## config.mk

```make
export PLATFORM = sky130hd
export DESIGN_NAME = nv_arb_mux2
export DESIGN_NICKNAME = d
export VERILOG_FILES = /design/src/rtl/nv_arb_mux2.sv
export SDC_FILE = /design/constraint.sdc
export NUM_CORES = 1
export LEC_CHECK = 0
export ABC_CLOCK_PERIOD_IN_PS = 3400
export BUFFER_PORTS_ARGS = -buffer_cell sky130_fd_sc_hd__buf_2
export CAP_MARGIN = 20
export CORE_ASPECT_RATIO = 1.2
export CORE_MARGIN = 4
export CORE_UTILIZATION = 40
export DETAILED_ROUTE_END_ITERATION = 16
export PLACE_DENSITY = 0.7
export SYNTH_ARGS = -nofsm -noshare
export SYNTH_HDL_FRONTEND = slang
export SYNTH_SLANG_ARGS = --single-unit
```

## constraint.sdc

```tcl
create_clock -name nvdla_core_clk -period 3.4 [get_ports nvdla_core_clk]
set_input_delay 0.34 -clock nvdla_core_clk [delete_from_list [all_inputs] [get_ports nvdla_core_clk]]
set_output_delay 0.34 -clock nvdla_core_clk [all_outputs]
set_load 0.01 [all_outputs]
```

## src/rtl/nv_arb_mux2.sv

```systemverilog
// nv_arb_mux2: two-input packet-granular round-robin valid/ready merger with registered output stage and exported grant (out_src); ports nvdla_core_clk/nvdla_core_rst, in0_*/in1_* upstream (pvld, prdy, pd, last), out_* downstream (pvld, prdy, pd, last, src); define NV_ARB_MUX2_STRICT_PRIO_EN for fixed in0 priority
module nv_arb_mux2 #(
  parameter int DW = 32
) (
  input  logic          nvdla_core_clk,
  input  logic          nvdla_core_rst,
  input  logic          in0_pvld,
  output logic          in0_prdy,
  input  logic [DW-1:0] in0_pd,
  input  logic          in0_last,
  input  logic          in1_pvld,
  output logic          in1_prdy,
  input  logic [DW-1:0] in1_pd,
  input  logic          in1_last,
  output logic          out_pvld,
  input  logic          out_prdy,
  output logic [DW-1:0] out_pd,
  output logic          out_last,
  output logic          out_src
);
  localparam logic [0:0] ST_UNLOCKED = 1'b0;
  localparam logic [0:0] ST_LOCKED   = 1'b1;
  logic [0:0]    state_q, state_d;
  logic          owner_q, owner_d;
  logic          out_pvld_q, out_pvld_d;
  logic [DW-1:0] out_pd_q, out_pd_d;
  logic          out_last_q, out_last_d;
  logic          out_src_q, out_src_d;
  logic          locked, load_en, tie_gnt, gnt, acc, acc_last;
`ifdef NV_ARB_MUX2_STRICT_PRIO_EN
  assign tie_gnt = 1'b0;
`else
  logic rr_q, rr_d;
  assign tie_gnt = rr_q;
`endif
  assign locked   = state_q == ST_LOCKED;
  assign load_en  = !out_pvld_q || out_prdy;
  // with neither input valid gnt is 0, but in0_prdy stays low because in0_pvld is low
  assign gnt      = locked ? owner_q : (in0_pvld && in1_pvld) ? tie_gnt : in1_pvld;
  // the locked port's ready ignores its own valid so there is no valid->ready loop
  assign in0_prdy = load_en && !gnt && (locked || in0_pvld);
  assign in1_prdy = load_en && gnt && (locked || in1_pvld);
  assign acc      = (in0_prdy && in0_pvld) || (in1_prdy && in1_pvld);
  assign acc_last = gnt ? in1_last : in0_last;
  always_comb begin
    state_d    = acc ? (acc_last ? ST_UNLOCKED : ST_LOCKED) : state_q;
    owner_d    = (acc && !acc_last) ? gnt : owner_q;
    out_pvld_d = load_en ? acc : out_pvld_q;
    out_pd_d   = acc ? (gnt ? in1_pd : in0_pd) : out_pd_q;
    out_last_d = acc ? acc_last : out_last_q;
    out_src_d  = acc ? gnt : out_src_q;
  end
`ifndef NV_ARB_MUX2_STRICT_PRIO_EN
  // gnt equals owner while locked, so !gnt covers both packet-end cases
  assign rr_d = (acc && acc_last) ? !gnt : rr_q;
  always_ff @(posedge nvdla_core_clk or posedge nvdla_core_rst)
    if (nvdla_core_rst) rr_q <= 1'b0;
    else rr_q <= rr_d;
`endif
  always_ff @(posedge nvdla_core_clk or posedge nvdla_core_rst) begin
    if (nvdla_core_rst) begin
      state_q    <= ST_UNLOCKED;
      owner_q    <= 1'b0;
      out_pvld_q <= 1'b0;
      out_pd_q   <= '0;
      out_last_q <= 1'b0;
      out_src_q  <= 1'b0;
    end else begin
      state_q    <= state_d;
      owner_q    <= owner_d;
      out_pvld_q <= out_pvld_d;
      out_pd_q   <= out_pd_d;
      out_last_q <= out_last_d;
      out_src_q  <= out_src_d;
    end
  end
  assign out_pvld = out_pvld_q;
  assign out_pd   = out_pd_q;
  assign out_last = out_last_q;
  assign out_src  = out_src_q;
endmodule

```

# Yosys cells after proc, flatten, opt, wreduce, memory -nomap -nowiden
# Index checks and enable logic that the tools add are counted.
[totals]
wordCells = 28
register_bits = 38
[classes]
n_reduce_logical = 16
n_mux = 5
[op_table]
columns = ["cell", "count"]
rows = [
  ["$mux W32", 1],
  ["$logic_and A1 B1 Y1", 9],
  ["$logic_or A1 B1 Y1", 4],
  ["$mux W1", 4],
  ["$logic_not A1 Y1", 3],
]

# Logic depth before layout (Yosys ltp)
# Gate-level depths: netlist of the first run.
[depth]
depth_word = 9
mapped_depth = 6

# Worst setup path after synthesis of the first run
# OpenSTA, ideal clock, no wires.
[synth_path]
path_type = "register -> output"
from = "register state_q, in the netlist locked"
to = "output port in1_prdy"
path_buffers = 0
required_ps = 3060
path_slack_ps = 1945
path_stages_with_launch = 4
arrival_ps = 1115
path_cell_list = "dfrtp_1 -> nand2b_1 -> o21ai_0 -> and2_1"
[synth_via]
elab_chain_len = 3
[synth_lines]
columns = ["element", "line_no", "text"]
rows = [
  ["start: declaration", "23", "logic [0:0] state_q, state_d;"],
  ["start signal: assignment", "69", "state_q <= state_d;"],
  ["$mux W1", "39", "assign gnt = locked ? owner_q : (in0_pvld && in1_pvld) ? tie_gnt : in1_pvld;"],
  ["$logic_and A1 B1 Y1", "42", "assign in1_prdy = load_en && gnt && (locked || in1_pvld);"],
  ["$logic_and A1 B1 Y1 (*)", "42", ""],
  ["end: declaration", "12", "output logic in1_prdy,"],
]
# Mark *: on every way between the ends. The rest lies on a longest branch, timed or not.

# Final worst setup path of the first run
[layout_path]
from = "register rr_q"
to = "register out_pd_q[3], in the netlist out_pd[3]"
[layout_via]
elab_chain_len = 7
[layout_lines]
columns = ["element", "line_no", "text"]
rows = [
  ["start: declaration", "33", "logic rr_q, rr_d;"],
  ["start signal: assignment", "58", "else rr_q <= rr_d;"],
  ["$mux W1 (*) (2 in series)", "39", ""],
  ["$logic_not A1 Y1", "41", "assign in0_prdy = load_en && !gnt && (locked || in0_pvld);"],
  ["$logic_and A1 B1 Y1 (2 in series)", "41", ""],
  ["$logic_and A1 B1 Y1", "43", "assign acc = (in0_prdy && in0_pvld) || (in1_prdy && in1_pvld);"],
  ["$logic_or A1 B1 Y1", "43", ""],
  ["end signal: assignment", "72", "out_pd_q <= out_pd_d;"],
  ["end: declaration", "26", "logic [DW-1:0] out_pd_q, out_pd_d;"],
]
# Marked as above.
# A chain may end at the register's enable or synchronous reset.

==> results.cfg, run 1 <==
[pwr]
power_density_nw_per_um2 = 858.5
vdd_ir_drop_max_mv = 0.4265
seq_power_share_pct = 37.2
internal_power_w = 0.001295
power.switching_w = 0.0008569
netSwitchingFraction_pct = 39.83
combPwrFrac_pct = 49.6
pwr-share-clk_pct = 13.2
power_leakage_nw = 1.383

[setup_path]
critPathLaunchType = flip-flop
crit_type = flip-flop to flip-flop
cp_data_arrival_time_ns = 2.17
worstPathMaxFanout = 22
end_kind = flip-flop
worst-r2r-setup-slack_ns = 1.37
worstPathRequired_ns = 3.54

[synth]
synth_simple_gate_area_share_pct = 10.03
synth-xor-area-share_pct = 0
syn_inst = 175
ys_warn_count = 0
ys_seq_area_share_pct = 51.14
yosysUniqueCellTypes = 27
synth_top_family_by_area = multiplexers
synth_fa_ha_area_share_pct = 0
muxShareOfSynthArea_pct = 17.77
synth_nets = 246
synth_compound_area_share_pct = 15.01
netlist_area_um2 = 1859
syn_avg_cell_area_um2 = 10.62
ys_seq_elements = 38

[global_route]
grt_pass1_vias = 1584
grt_use_total_pct = 15.66
antenna_found_initial = 0
grt-ovfl-total = 0
grt_pass1_wl_um = 7127
grt_max_degree = 68

[timing]
skew_ns = 0.005454
hold_viol_final = 0
setup-tns-final_ns = 0
hold_slack_ns = 0.1405
period_minus_slack_ns = 2.025
rsz0062_at_grt = no
fmax_mhz = 493.8
setup_viol = 0
post-route-period-util_pct = 59.56
maxSlewViolCount = 0
worst_pin_slew_ns = 0.6570
slew_headroom_pct = 56.15

[run]
maxCapViolCount = 0

[cts]
numClockSinks = 38
cts_hold_buf = 0
clock-root-buffer = clkbuf_8
htreeDepth = 2
numCtsBuffers = 5
tritoncts = done
postCtsSetupRepairBufs = 0
clkTransAtPathRegs_ns = 0.07
clockBufferDepth = 2
worstSkewPairLatency_ns = 0.28
cts_resized = 0

[finish]
fillerInstances = 404
nets = 354
multi_input_area_um2 = 808.3
syn2layout_area_growth_pct = 34.79
regArea_um2 = 950.9
drive_gt1_share_pct = 43.46
insertedDiodeCount = 0
layout_common_cells = buf_2, dfrtp_1, nand2_1
final_common_cell = buf_2

[die]
die_h_um = 82.69
dieArea_um2 = 5807
floorplan.initialDensity_pct = 42.65
coreArea_um2 = 4359
io-pin-count = 108
dieWidth_um = 70.24
rows = 26

[drt]
drc = 0
wirelength_um = 4410
first_pass_iters = 4
vias_per_cell = 4.785
num_vias = 1622
drtAntennaViolNets = 0
drt_iter0_drc = 79
drt-wirelength-per-cell_um = 13.01

[placed_design]
place_hpwl_um = 3474
gp_congestion = 0.7910
port_buffers = 107

[worst_hold_path]
hold_path.class = input port to asynchronous set/reset pin

[run_status]
outcome = finished, final reports clean
## logic make-up after synthesis
| group | after synthesis |
|---|---|
| flip-flops | 38 |
| AO/OA/AOI/OAI | 46 |
| AND/OR/NAND/NOR | 45 |
| multiplexers | 33 |
| buffers and inverters | 13 |
## worst max-delay path, cell delays in order, from the launching register on
cell and delay (ns):
dfrtp_1 0.41, and2b_1 0.22, o21a_2 0.55, buf_4 0.40, mux2i_1 0.22, o21ai_1 0.07
## flip-flops by register name, indices dropped and copies added (netlist names)
signal    cells
owner_q       1
locked        1
rr_q          1
out_last      1
out_pd       32
out_src       1
out_pvld      1
## synth_stat cells
cell type / instances / area share, %
a21oi_1: 2 / 0.54
a311oi_2: 1 / 0.81
o21ai_1: 32 / 8.6
buf_6: 1 / 0.61
and2b_1: 1 / 0.40
o21ai_0: 2 / 0.54
o221a_2: 1 / 0.61
clkbuf_1: 3 / 0.61
buf_2: 3 / 0.81
and2_1: 1 / 0.34
a21oi_2: 1 / 0.47
nand2b_1: 3 / 1.0
o21a_1: 1 / 0.40
dfrtp_1: 38 / 51
nand2_1: 36 / 7.3
nor2_1: 2 / 0.40
o21bai_1: 1 / 0.40
buf_12: 3 / 3.2
o221ai_2: 1 / 0.81
inv_1: 2 / 0.40
nor2_2: 1 / 0.34
buf_4: 1 / 0.40
a21boi_1: 1 / 0.40
o32ai_1: 1 / 0.47
a22o_1: 2 / 0.94
nand3_1: 1 / 0.27
mux2i_1: 33 / 18
## final timing paths
check	start	endpoint	cells past startpoint
worst max-delay path	rr_q	out_pd[3]	5
worst min-delay path	nvdla_core_rst	out_pd[18]	2
worst max register to register	rr_q	out_pd[3]	5
worst min register to register	out_pd[14]	out_pd[14]	2
max in group asynchronous	nvdla_core_rst	locked	4
min in group nvdla_core_clk	in1_last	rr_q	2
## through the flow
step	instances	setup WS, ns	total power [W]	instance area [um^2]	util [%]
detailed placement	332	1.326	0.001901	2430	55.74
CTS	339	1.347	0.002188	2506	57.49
floorplan	175	1.945	0.001611	1859	-
global route	339	1.195	0.002341	2506	57.49
finish	339	1.375	0.002152	2506	57.49
global placement	331	1.354	0.001868	2402	55.11
## power by group through the flow
stage	combinational [W]	clock, W	sequential (W)
after CTS	0.00109	0.000294	0.000802
after floorplan	0.000716	0	0.000895
after detailed placement	0.00110	0	0.000806
final	0.00107	0.000284	0.000800
after global placement	0.00107	0	0.000797
after global routing	0.00120	0.000314	0.000830
## routing by layer
| layer | part of all wire (%) | up-vias | track usage (%) |
|---|---|---|---|
| met3 | 8.2 | 9 | 4.358 |
| met4 | 2.4 | 0 | 7.471 |
| met5 | 0 | - | 0 |
| met1 | 38 | 721 | 16.97 |
| met2 | 51 | 68 | 28.37 |
| li1 | - | 824 | - |
## area by class of cell
| cell class | count | share of cell area [%] |
|---|---|---|
| Multi-Input combinational cell | 124 | 32.25 |
| Inverter | 2 | 0.2996 |
| Tap cell | 56 | 2.796 |
| Clock buffer | 7 | 3.045 |
| Sequential cell | 38 | 37.94 |
| Timing Repair Buffer | 112 | 23.66 |
No activity file was read; power rests on OpenSTA's default activity.
==> run 2, diff against run 1 <==
--- a/config.mk
+++ b/config.mk
@@ -5,7 +5,7 @@
 export SDC_FILE = /design/constraint.sdc
 export NUM_CORES = 1
 export LEC_CHECK = 0
-export ABC_CLOCK_PERIOD_IN_PS = 3400
+export ABC_CLOCK_PERIOD_IN_PS = 1900
 export BUFFER_PORTS_ARGS = -buffer_cell sky130_fd_sc_hd__buf_2
 export CAP_MARGIN = 20
 export CORE_ASPECT_RATIO = 1.2
==> constraint.sdc (replaced) <==
create_clock -name nvdla_core_clk -period 1.9 [get_ports nvdla_core_clk]
set_input_delay 0.19 -clock nvdla_core_clk [delete_from_list [all_inputs] [get_ports nvdla_core_clk]]
set_output_delay 0.19 -clock nvdla_core_clk [all_outputs]
set_load 0.01 [all_outputs]
==> run 2 against run 1 <==
Power increased by 84%; sequential power increased by 77%; register-to-register slack worse by 1.0 ns; final area up 0.45%; core utilization grew 0.26 points; critical path depth fell by 1; clock skew up 0.0026 ns; routed wire length down 1.4%; worst setup slack worse by 1.2 ns; clock-buffer cell count is 1 lower; clock power grew 86%; worst hold slack got worse by 0.13 ns; critical path type is now flip-flop to primary output; largest cell class unchanged; highest routed layer unchanged.
==> results.cfg, run 2 (synthesized netlist as in run 1, its figures left out) <==
[die]
io-pin-count = 108
die_h_um = 82.69
rows = 26
coreArea_um2 = 4359
dieArea_um2 = 5807
floorplan.initialDensity_pct = 42.65
dieWidth_um = 70.24

[setup_path]
worstPathMaxFanout = 6
cp_data_arrival_time_ns = 1.54
worstPathRequired_ns = 1.71
end_kind = primary output
r2r_cells = 5
critPathLaunchType = flip-flop
crit_type = flip-flop to primary output

[finish]
layout_common_cells = buf_2, dfrtp_1, nand2_1
final_cells = 338
nets = 354
drive_gt1_share_pct = 43.97
fillerInstances = 429
largest_register_ffs = 32
insertedDiodeCount = 0
syn2layout_area_growth_pct = 35.40
final_common_cell = buf_2
regArea_um2 = 950.9
multi_input_area_um2 = 808.3

[pwr]
power_density_nw_per_um2 = 1573
vdd_ir_drop_max_mv = 0.6958
power_leakage_nw = 1.390

[timing]
period_minus_slack_ns = 1.725
setup-tns-final_ns = 0
maxSlewViolCount = 0
hold_slack_ns = 0.01167
hold_viol_final = 0
setup_ws_ns = 0.1749
rsz0062_at_grt = no
post-route-period-util_pct = 90.80
fmax_mhz = 579.7
worst_pin_slew_ns = 0.4742
skew_ns = 0.008038
slew_headroom_pct = 68.39
setup_viol = 0

[cts]
numCtsBuffers = 5
htreeDepth = 2
clkTransAtPathRegs_ns = 0.07
postCtsSetupRepairBufs = 0
clock-root-buffer = clkbuf_8
clockBufferDepth = 2
worstSkewPairLatency_ns = 0.28
numClockSinks = 38
tritoncts = done

[drt]
drtAntennaViolNets = 0
drt-wirelength-per-cell_um = 12.87
vias_per_cell = 4.754
drc = 0
wirelength_um = 4350
first_pass_iters = 4
num_vias = 1607
drt_iter0_drc = 87

[placed_design]
gp_congestion = 0.7803
place_ws_ns = 0.3557
place_inst = 332
port_buffers = 107
place_hpwl_um = 3324

[global_route]
grt_use_total_pct = 15.71
grt-ovfl-total = 0
grt_pass1_wl_um = 7231
grt_pass1_vias = 1646
antenna_found_initial = 0
grt_max_degree = 55

[run_status]
outcome = finished, final reports clean

[worst_hold_path]
hold_path.class = input port to asynchronous set/reset pin

[run]
maxCapViolCount = 0
[run 2: changes by cell type in the layout (fill, tap and decap cells not counted), sizes merged]
cell and delta:
clkbuf -1
[run 2: cell type report]
cell class	count	share of cell area [%]
Sequential cell	38	37.77
Multi-Input combinational cell	124	32.11
Tap cell	56	2.783
Clock buffer	6	3.280
Timing Repair Buffer	112	23.76
Inverter	2	0.2982
[run 2: final timing paths]
path                                      from         end  slack (ns)
max in group asynchronous       nvdla_core_rst  out_pd[15]        1.55
worst min register to register       out_pd[5]   out_pd[5]        0.48
worst max register to register            rr_q  out_pd[18]        0.36
worst min-delay path            nvdla_core_rst   out_pd[5]        0.01
min in group nvdla_core_clk           in1_last        rr_q        0.17
worst max-delay path                    locked    in1_prdy        0.17
[run 2: report_power, final]
part,internal [W],switching [W]
registers,0.00121,0.000208
logic,0.000927,0.00109
clock network,0.000279,0.000249
total,0.00241,0.00155
[run 2: metrics by stage]
stage / util (%) / power [W] / cell area [um^2]
2_1_floorplan: - / 0.002883 / 1859
3_3_place_gp: 55.86 / 0.003426 / 2435
3_5_place_dp: 55.86 / 0.003482 / 2435
4_1_cts: 57.75 / 0.004030 / 2517
5_1_grt: 57.75 / 0.004296 / 2517
6_report: 57.75 / 0.003959 / 2517
[run 2: worst max-delay path, cell delays in order, from the launching register on]
cell,delay (ns)
dfrtp_1,0.43
nand2b_1,0.18
o21ai_1,0.30
and2_1,0.20
buf_2,0.13
[run 2: routing by layer]
layer / share of wire [%] / vias to the layer above / wire, um / global-route usage, %
li1: - / 819 / - / -
met2: 52 / 69 / 2242 / 29.12
met4: 1.3 / 0 / 57 / 6.322
met5: 0 / - / 0 / 0
met3: 8.7 / 5 / 379 / 5.085
met1: 38 / 714 / 1671 / 16.51
[run 2: repair_timing]
item | in CTS | in global routing
resized for setup | 0 | 1
hold buffers | 0 | 0
setup endpoints to repair | 0 | 1
==> run 3, diff against run 2 <==
--- a/config.mk
+++ b/config.mk
@@ -5,7 +5,7 @@
 export SDC_FILE = /design/constraint.sdc
 export NUM_CORES = 1
 export LEC_CHECK = 0
-export ABC_CLOCK_PERIOD_IN_PS = 1900
+export ABC_CLOCK_PERIOD_IN_PS = 2150
 export BUFFER_PORTS_ARGS = -buffer_cell sky130_fd_sc_hd__buf_2
 export CAP_MARGIN = 20
 export CORE_ASPECT_RATIO = 1.2
==> constraint.sdc (replaced) <==
create_clock -name nvdla_core_clk -period 2.15 [get_ports nvdla_core_clk]
set_input_delay 0.215 -clock nvdla_core_clk [delete_from_list [all_inputs] [get_ports nvdla_core_clk]]
set_output_delay 0.215 -clock nvdla_core_clk [all_outputs]
set_load 0.01 [all_outputs]
==> run 3 against run 2 <==
Clock skew decreased by 0.0031 ns; worst setup slack better by 0.16 ns; register-to-register slack gained 0.17 ns; via count shrank 2.1%; global-route usage decreased by 0.83 points; final area shrank 0.25%; critical path depth unchanged; routed wire length is 5.2% lower; sequential share of layout area grew 0.094 points; critical path type unchanged; largest power group unchanged.
==> results.cfg, run 3 (synthesized netlist as in run 1, its figures left out) <==
[run_status]
outcome = finished, final reports clean

[timing]
post-route-period-util_pct = 84.30
rsz0062_at_grt = no
worst_pin_slew_ns = 0.5254
slew_headroom_pct = 64.97
fmax_mhz = 551.7
setup-tns-final_ns = 0
hold_viol_final = 0
maxSlewViolCount = 0
period_minus_slack_ns = 1.813
skew_ns = 0.004966
setup_viol = 0

[global_route]
grt_max_degree = 39
antenna_found_initial = 0
grt_pass1_wl_um = 6858
grt-ovfl-total = 0
grt_pass1_vias = 1562
grt_use_total_pct = 14.89

[die]
dieArea_um2 = 5807
dieWidth_um = 70.24
coreArea_um2 = 4359
floorplan.initialDensity_pct = 42.65
rows = 26
io-pin-count = 108
die_h_um = 82.69

[cts]
clock-root-buffer = clkbuf_8
cts_resized = 0
postCtsSetupRepairBufs = 0
htreeDepth = 2
cts_hold_buf = 0
numClockSinks = 38
worstSkewPairLatency_ns = 0.28
clkTransAtPathRegs_ns = 0.07
numCtsBuffers = 5
tritoncts = done
clockBufferDepth = 2

[drt]
drc = 0
vias_per_cell = 4.643
wirelength_um = 4123
drt_iter0_drc = 24
num_vias = 1574
drtAntennaViolNets = 0
drt-wirelength-per-cell_um = 12.16
first_pass_iters = 3

[placed_design]
placed_area_um2 = 2435
port_buffers = 107
place_hpwl_um = 3273
gp_congestion = 0.7695

[setup_path]
worstPathRequired_ns = 1.93
cp_data_arrival_time_ns = 1.60
worstPathMaxFanout = 6
reg2reg_to = locked
critPathLaunchType = flip-flop
r2r_cells = 5
crit_type = flip-flop to primary output
r2r_start = owner_q
worst-r2r-setup-slack_ns = 0.53
end_kind = primary output

[finish]
drive_gt1_share_pct = 43.46
syn2layout_area_growth_pct = 35.06
largest_register_ffs = 32
finalInstanceArea_um2 = 2511
insertedDiodeCount = 0
layout_common_cells = buf_2, dfrtp_1, nand2_1
final_common_cell = buf_2
nets = 354

[worst_hold_path]
hold_path.class = input port to asynchronous set/reset pin

[run]
maxCapViolCount = 0

[pwr]
vdd_ir_drop_max_mv = 0.7624
power_density_nw_per_um2 = 1374
power_leakage_nw = 1.384
run 3: changes by cell type in the layout (fill, tap and decap cells not counted), sizes merged:
cell | previous run | this run
clkbuf | 6 | 7
run 3: per-stage QoR:
| stage | power [W] | cells | utilization (%) | setup WS, ns | hold slack (ns) |
|---|---|---|---|---|---|
| after floorplan | 0.002547 | 175 | - | 0.7882 | 0.3216 |
| after global placement | 0.003026 | 332 | 55.86 | 0.5502 | 0.3500 |
| after detailed placement | 0.003062 | 332 | 55.86 | 0.5336 | 0.3561 |
| after CTS | 0.003523 | 339 | 57.61 | 0.3235 | 0.04192 |
| after global routing | 0.003748 | 339 | 57.61 | 0.2100 | 0.07529 |
| final | 0.003450 | 339 | 57.61 | 0.3375 | 0.03271 |
run 3: how the worst max path moves through the flow:
stage,startpoint,endpoint,slack [ns]
finish,locked,in1_prdy,0.34
detailed placement,owner_q,locked,0.53
CTS,locked,in1_prdy,0.32
global placement,owner_q,locked,0.55
floorplan,rr_q,out_pd[0],0.79
global route,locked,in1_prdy,0.21
run 3: where the power goes:
| group | internal [W] | switching (W) |
|---|---|---|
| Combinational | 0.000807 | 0.000956 |
| Clock | 0.000223 | 0.000220 |
| Sequential | 0.00107 | 0.000178 |
run 3: worst max-delay path, cell delays in order, from the launching register on:
cell      delay [ns]
dfrtp_1         0.43
nand2b_1        0.18
o21ai_0         0.37
and2_1          0.21
buf_2           0.14
run 3: cell type report:
cell class	instances	area (um^2)
clock buffers	7	76.32
fillers	435	1848
inverters	2	7.507
multi-input cells	124	808.3
flip-flops and latches	38	950.9
well taps	56	70.07
repair buffers	112	598.1
run 3: routing by layer:
metal,GRT usage [%],routed length (um)
met1,16.62,1673
met2,25.94,2021
met3,4.722,351
met4,7.088,76
met5,0,0
